### src/rtl/oc8051_int_sched_if.sv
// oc8051_int_sched_if: interrupt scheduler bus between flag logic, decoder and instruction select
interface oc8051_int_sched_if #(parameter int SRC_N = 6);
   logic [SRC_N-1:0] src_req, ip, src_clr;
   logic [7:0] ie, int_v;
   logic rd, reti, ack, intr;
   logic [1:0] isr_lvl;
   modport master(output src_req, ie, ip, rd, reti, ack, input intr, int_v, src_clr, isr_lvl);
   modport slave(input src_req, ie, ip, rd, reti, ack, output intr, int_v, src_clr, isr_lvl);
endinterface

### src/rtl/oc8051_int_sched.sv
// oc8051_int_sched: two-level interrupt scheduler issuing one LCALL request at a time
module oc8051_int_sched #(
   parameter int SRC_N = 6,
   parameter logic [7:0] VEC_BASE = 8'h03,
   parameter logic [7:0] VEC_STEP = 8'h08
) (
   input logic clk,
   input logic rst,
   oc8051_int_sched_if.slave bus
);
   localparam int IW = $clog2(SRC_N);
   typedef enum logic {IDLE, WAIT_ACK} state_t;
   state_t state;
   logic holdoff, sel_lvl, intr_q, hi_ok, lo_ok, go, ack_ok, unused_ie;
   logic [IW-1:0] sel_idx, win_idx;
   logic [7:0] int_v_q, vec;
   logic [SRC_N-1:0] src_clr_q, pend, cand;
   logic [1:0] isr_q, lvl_nxt;
   assign bus.intr = intr_q;
   assign bus.int_v = int_v_q;
   assign bus.src_clr = src_clr_q;
   assign bus.isr_lvl = isr_q;
   assign unused_ie = ^bus.ie[6:SRC_N];
   always_comb begin
      pend = bus.src_req & bus.ie[SRC_N-1:0] & {SRC_N{bus.ie[7]}};
      hi_ok = |(pend & bus.ip) & !isr_q[1];
      lo_ok = |(pend & ~bus.ip) & !(|isr_q);
      cand = hi_ok ? pend & bus.ip : pend & ~bus.ip;
      win_idx = '0;
      for (int i = SRC_N - 1; i >= 0; i--)
         if (cand[i]) win_idx = IW'(i);
      vec = VEC_BASE + VEC_STEP * 8'(win_idx);
      // the cycle showing src_clr is skipped so the flag being cleared is not re-issued
      go = (state == IDLE) & (hi_ok | lo_ok) & !(holdoff & !bus.rd) & !bus.reti & !(|src_clr_q);
      ack_ok = (state == WAIT_ACK) & bus.ack;
      lvl_nxt = (bus.reti ? (isr_q[1] ? isr_q & 2'b01 : 2'b00) : isr_q) | (ack_ok ? 2'b01 << sel_lvl : 2'b00);
   end
   always_ff @(posedge clk) begin
      if (rst) begin
         state <= IDLE;
         intr_q <= 1'b0;
         int_v_q <= 8'h00;
         src_clr_q <= '0;
         isr_q <= 2'b00;
         holdoff <= 1'b0;
         sel_idx <= '0;
         sel_lvl <= 1'b0;
      end else begin
         intr_q <= go;
         isr_q <= lvl_nxt;
         holdoff <= bus.reti | (holdoff & !bus.rd);
         src_clr_q <= ack_ok ? SRC_N'(1) << sel_idx : '0;
         if (go) begin
            state <= WAIT_ACK;
            sel_idx <= win_idx;
            sel_lvl <= hi_ok;
            int_v_q <= vec;
         end else if (ack_ok) state <= IDLE;
      end
   end
endmodule

### src/flat_wrapper.sv
// flat-port wrapper written by rule: the top's interface ports become plain ports
module oc8051_int_sched_flat 
#(
   parameter int SRC_N = 6,
   parameter logic [7:0] VEC_BASE = 8'h03,
   parameter logic [7:0] VEC_STEP = 8'h08
)
  (clk, rst, bus_src_req, bus_ie, bus_ip, bus_rd, bus_reti, bus_ack, bus_intr, bus_int_v, bus_src_clr, bus_isr_lvl);
  oc8051_int_sched_if #(.SRC_N(SRC_N)) bus_i ();
  input logic clk;
  input logic rst;
  input wire logic [$bits(bus_i.src_req)-1:0] bus_src_req;
  input wire logic [$bits(bus_i.ie)-1:0] bus_ie;
  input wire logic [$bits(bus_i.ip)-1:0] bus_ip;
  input wire logic [$bits(bus_i.rd)-1:0] bus_rd;
  input wire logic [$bits(bus_i.reti)-1:0] bus_reti;
  input wire logic [$bits(bus_i.ack)-1:0] bus_ack;
  output wire logic [$bits(bus_i.intr)-1:0] bus_intr;
  output wire logic [$bits(bus_i.int_v)-1:0] bus_int_v;
  output wire logic [$bits(bus_i.src_clr)-1:0] bus_src_clr;
  output wire logic [$bits(bus_i.isr_lvl)-1:0] bus_isr_lvl;
  assign bus_i.src_req = bus_src_req;
  assign bus_i.ie = bus_ie;
  assign bus_i.ip = bus_ip;
  assign bus_i.rd = bus_rd;
  assign bus_i.reti = bus_reti;
  assign bus_i.ack = bus_ack;
  assign bus_intr = bus_i.intr;
  assign bus_int_v = bus_i.int_v;
  assign bus_src_clr = bus_i.src_clr;
  assign bus_isr_lvl = bus_i.isr_lvl;
  oc8051_int_sched #(.SRC_N(SRC_N), .VEC_BASE(VEC_BASE), .VEC_STEP(VEC_STEP)) u_core (.clk(clk), .rst(rst), .bus(bus_i));
endmodule
### config.mk
export PLATFORM = sky130hd
export DESIGN_NAME = oc8051_int_sched_flat
export DESIGN_NICKNAME = d
export VERILOG_FILES = /design/src/rtl/oc8051_int_sched_if.sv /design/src/rtl/oc8051_int_sched.sv /design/src/flat_wrapper.sv
export SDC_FILE = /design/constraint.sdc
export NUM_CORES = 1
export LEC_CHECK = 0
export CAP_MARGIN = 10
export CORE_AREA = 4 4 42 72
export DETAILED_ROUTE_END_ITERATION = 8
export DIE_AREA = 0 0 46 76
export HOLD_SLACK_MARGIN = 0.1
export PLACE_DENSITY = 0.75
export SETUP_SLACK_MARGIN = 0.15
export SYNTH_ARGS = -nofsm -noshare
export SYNTH_HDL_FRONTEND = slang
export SYNTH_SLANG_ARGS = --single-unit
### constraint.sdc
create_clock -name clk -period 2.1 [get_ports clk]
set_clock_uncertainty 0.2 [all_clocks]
set_input_delay 0.315 -clock clk [delete_from_list [all_inputs] [get_ports clk]]
set_output_delay 0.315 -clock clk [all_outputs]
set_load 0.01 [all_outputs]
==> run summary, run 1 <==
========================================================================================
Max Fanout on Critical Path                                                            4
Maximum vdd drop                                                                0.296 mV
Cell area after placement                                                       1500 µm²
Min Hold Slack                                                                    292 ps
Clock net sink count                                                                  16
Via density per instance                                                            5.69
Largest net degree at the start of global routing                                     16
Maximum capacitance violations                                                         0
Period minus WS final                                                            1960 ps
Final-report hold violation count                                                      0
Total Negative Setup Slacks                                                         0 ps
Die boundary height                                                                76 µm
Number of synthesized register bits                                                   16
Synth warnings                                                                         0
Category of the worst setup path capture point                                 flip-flop
Number of remaining DRC errors                                                         0
Synthesized area                                                                 995 µm²
Gate count of the mapped netlist                                                     113
Site row count                                                                        24
Crit path DAT                                                                    1930 ps
Setup repair after global routing missed its margin                                 true
Later-pin clock latency in the skew report                                        250 ps
Static Leakage                                                                  0.689 nW
Num CTS Buffers                                                                        3
Area added between synthesis and finish                                            66.2%
Depth of the CTS H-tree                                                                1
GRT Residual Overflow                                                                  0
Status                                                                         completed
Average routed wire per standard cell                                            14.7 µm
Highest-count cells in the layout ignoring fill and taps                    31 x sky130_fd_sc_hd__clkdlybuf4s50_1, 19 x sky130_fd_sc_hd__buf_4, 14 x sky130_fd_sc_hd__dfxtp_1
Detailed-router iteration count before antenna repair                                  4
TritonCTS clock tree                                                                 yes
CORE AREA                                                                       2460 µm²
Max-slew violations                                                                    0
Avg Synthesized Cell Area                                                       8.80 µm²
Total track usage                                                                  0.159
Port Buffer Count                                                                     37
Placer's final routability congestion estimate                                     0.887
Final design instance area without fill                                         1650 µm²
Unique cell type count in the Yosys netlist                                           43
Clock Root Buffer                                                           sky130_fd_sc_hd__clkbuf_8
NumNets Final                                                                        197
Die ar.                                                                         3500 µm²
Maximum clock path buffer count                                                        2
Antenna violations before repair                                                       0
Starting DRT DRC Count                                                                 8
Antenna viol nets, final                                                               0
Number of failing setup endpoints in the final timing report                           0
Total half-perimeter wirelength after legalization and detailed placement        2.25 mm
Via count of the first global-routing pass                                          1120
Fraction of layout instances using a drive strength above 1                        0.312
# diodes                                                                               0
Starting utilization of the core area                                              0.404
Via count                                                                           1116
Fmax achieved                                                                    509 MHz
Critical path launch point type                                                input pin
Areal power density over the cells                                            477 nW/µm²
Critical path required time                                                      2060 ps
Class of the tightest hold or removal check                                 flip-flop to flip-flop
Clk pin slew, worst setup/hold paths                                               60 ps
Non-Filler Instances                                                                 196
Most common library cell in the layout ignoring fill and taps               sky130_fd_sc_hd__clkdlybuf4s50_1
Critical path type                                                          input pin to flip-flop
Crit path max-delay cell type                                               sky130_fd_sc_hd__clkdlybuf4s50_1
Count of placed standard cells including taps                                        190
Final worst path period share                                                      0.935
Die width                                                                          46 µm
Slowest stage delay, CP                                                           490 ps
Wire length of the first global-routing pass                                     4.24 mm
Worst path cell trace                                                       clkdlybuf4s50_1 -> and4b_2 -> nor2_4 -> a311oi_4 -> buf_4 -> o21ai_2 -> o32ai_2
Seq/Total Area, Yosys                                                              0.322
Number of placed I/O pins                                                             42
Hold-fix buffers at CTS                                                                0
Final WL                                                                         2.89 mm
========================================================================================
[layout make-up]
class                           instances  area [µm²]
Sequential cell                        16         323
Inverter                                3        11.3
Fill cell                             214         810
Tap cell                               26        32.5
Clock buffer                            3        41.3
Multi-Input combinational cell         89         693
Timing Repair Buffer                   59         552
[synth_stat cells (all sizes together)]
library cell	n	share of area
or3b	1	0.0088
dfxtp	16	0.32
inv	3	0.011
a21oi	6	0.030
nand2	5	0.019
nand3	4	0.025
and3	2	0.013
nor3	5	0.036
buf	5	0.042
o211a	1	0.010
a311oi	2	0.042
xnor2	1	0.0088
nor2	10	0.038
nand4b	1	0.0088
nand2b	5	0.031
a211oi	2	0.015
o211ai	2	0.015
nand4	4	0.025
nor3b	1	0.0075
nor4	4	0.025
a21o	2	0.015
conb	1	0.0038
a211o	1	0.0088
or2	2	0.013
a32oi	1	0.0088
nor4b	1	0.0088
clkbuf	2	0.0075
and4	5	0.053
o22a	1	0.0088
and4b	2	0.023
o32ai	2	0.033
a31oi	1	0.0063
o221ai	1	0.0088
or3	1	0.0063
o21ai	6	0.030
o21a	3	0.023
mux2i	1	0.010
[per-layer routing]
metal / wire length [µm] / share of wire / up-vias / track usage
li1: - / - / 551 / -
met1: 931 / 0.32 / 516 / 0.113
met2: 1720 / 0.59 / 41 / 0.334
met3: 157 / 0.054 / 8 / 0.0236
met4: 85 / 0.029 / 0 / 0.0741
met5: 0 / 0 / - / 0
[power breakdown]
part	total (mW)	switching, mW	leakage (nW)	internal, mW
sequential	0.332	0.0135	0.131	0.319
clock	0.228	0.101	0.0216	0.127
combinational	0.228	0.0965	0.536	0.132
[cells by family (layout without fill, tap and decap cells)]
| family | count (synthesis) | after routing | synth area share |
|---|---|---|---|
| other | 1 | 3 | 0.00377 |
| buffers and inverters | 10 | 65 | 0.0604 |
| AND/OR/NAND/NOR | 53 | 53 | 0.341 |
| flip-flops | 16 | 16 | 0.322 |
| AO/OA/AOI/OAI | 31 | 31 | 0.254 |
| multiplexers | 1 | 1 | 0.0101 |
| XOR/XNOR | 1 | 1 | 0.00881 |
[sequential cells by signal, summed over array words and instances (netlist names)]
name                flops
u_core.bus.src_clr      6
u_core.sel_idx          3
u_core.bus.isr_lvl      2
u_core.bus.int_v        1
u_core.bus.intr         1
u_core.holdoff          1
u_core.sel_lvl          1
u_core.state            1
[worst paths after layout]
path / from / end / slack (ps) / cells past startpoint
worst max-delay path: bus_src_req[4] / u_core.sel_idx[1]$_SDFFE_PP0P_ / 140 / 7
worst min-delay path: u_core.holdoff$_SDFF_PP0_ / u_core.holdoff$_SDFF_PP0_ / 290 / 2
worst max register to register: u_core.state$_SDFFE_PP0P_ / u_core.sel_idx[1]$_SDFFE_PP0P_ / 200 / 6
worst min register to register: u_core.holdoff$_SDFF_PP0_ / u_core.holdoff$_SDFF_PP0_ / 290 / 2
[timing repair]
action,CTS,global route
gates resized for setup,11,17
gates cloned,1,0
pin swaps,6,8
setup endpoints to repair,7,8
setup buffers,1,1
[critical path, delay by kind of cell]
| kind | cells | cell delay [ps] |
|---|---|---|
| simple gates | 2 | 360 |
| compound gates | 3 | 570 |
| buf+inv | 2 | 680 |
[stage by stage]
stage	setup WS (ps)	utilization	total power [mW]
2_1_floorplan	283	-	0.440
3_3_place_gp	-296	0.609	0.543
3_5_place_dp	-322	0.609	0.548
4_1_cts	128	0.641	0.778
5_1_grt	57.3	0.671	0.823
6_report	136	0.671	0.788
No activity file was read; power rests on OpenSTA's default activity.
==> run 2: changes to the inputs <==
CAP_MARGIN = 20   (was 10)
==> results of run 2 <==
The final DEF is identical to that of run 1; final timing and power are the same.
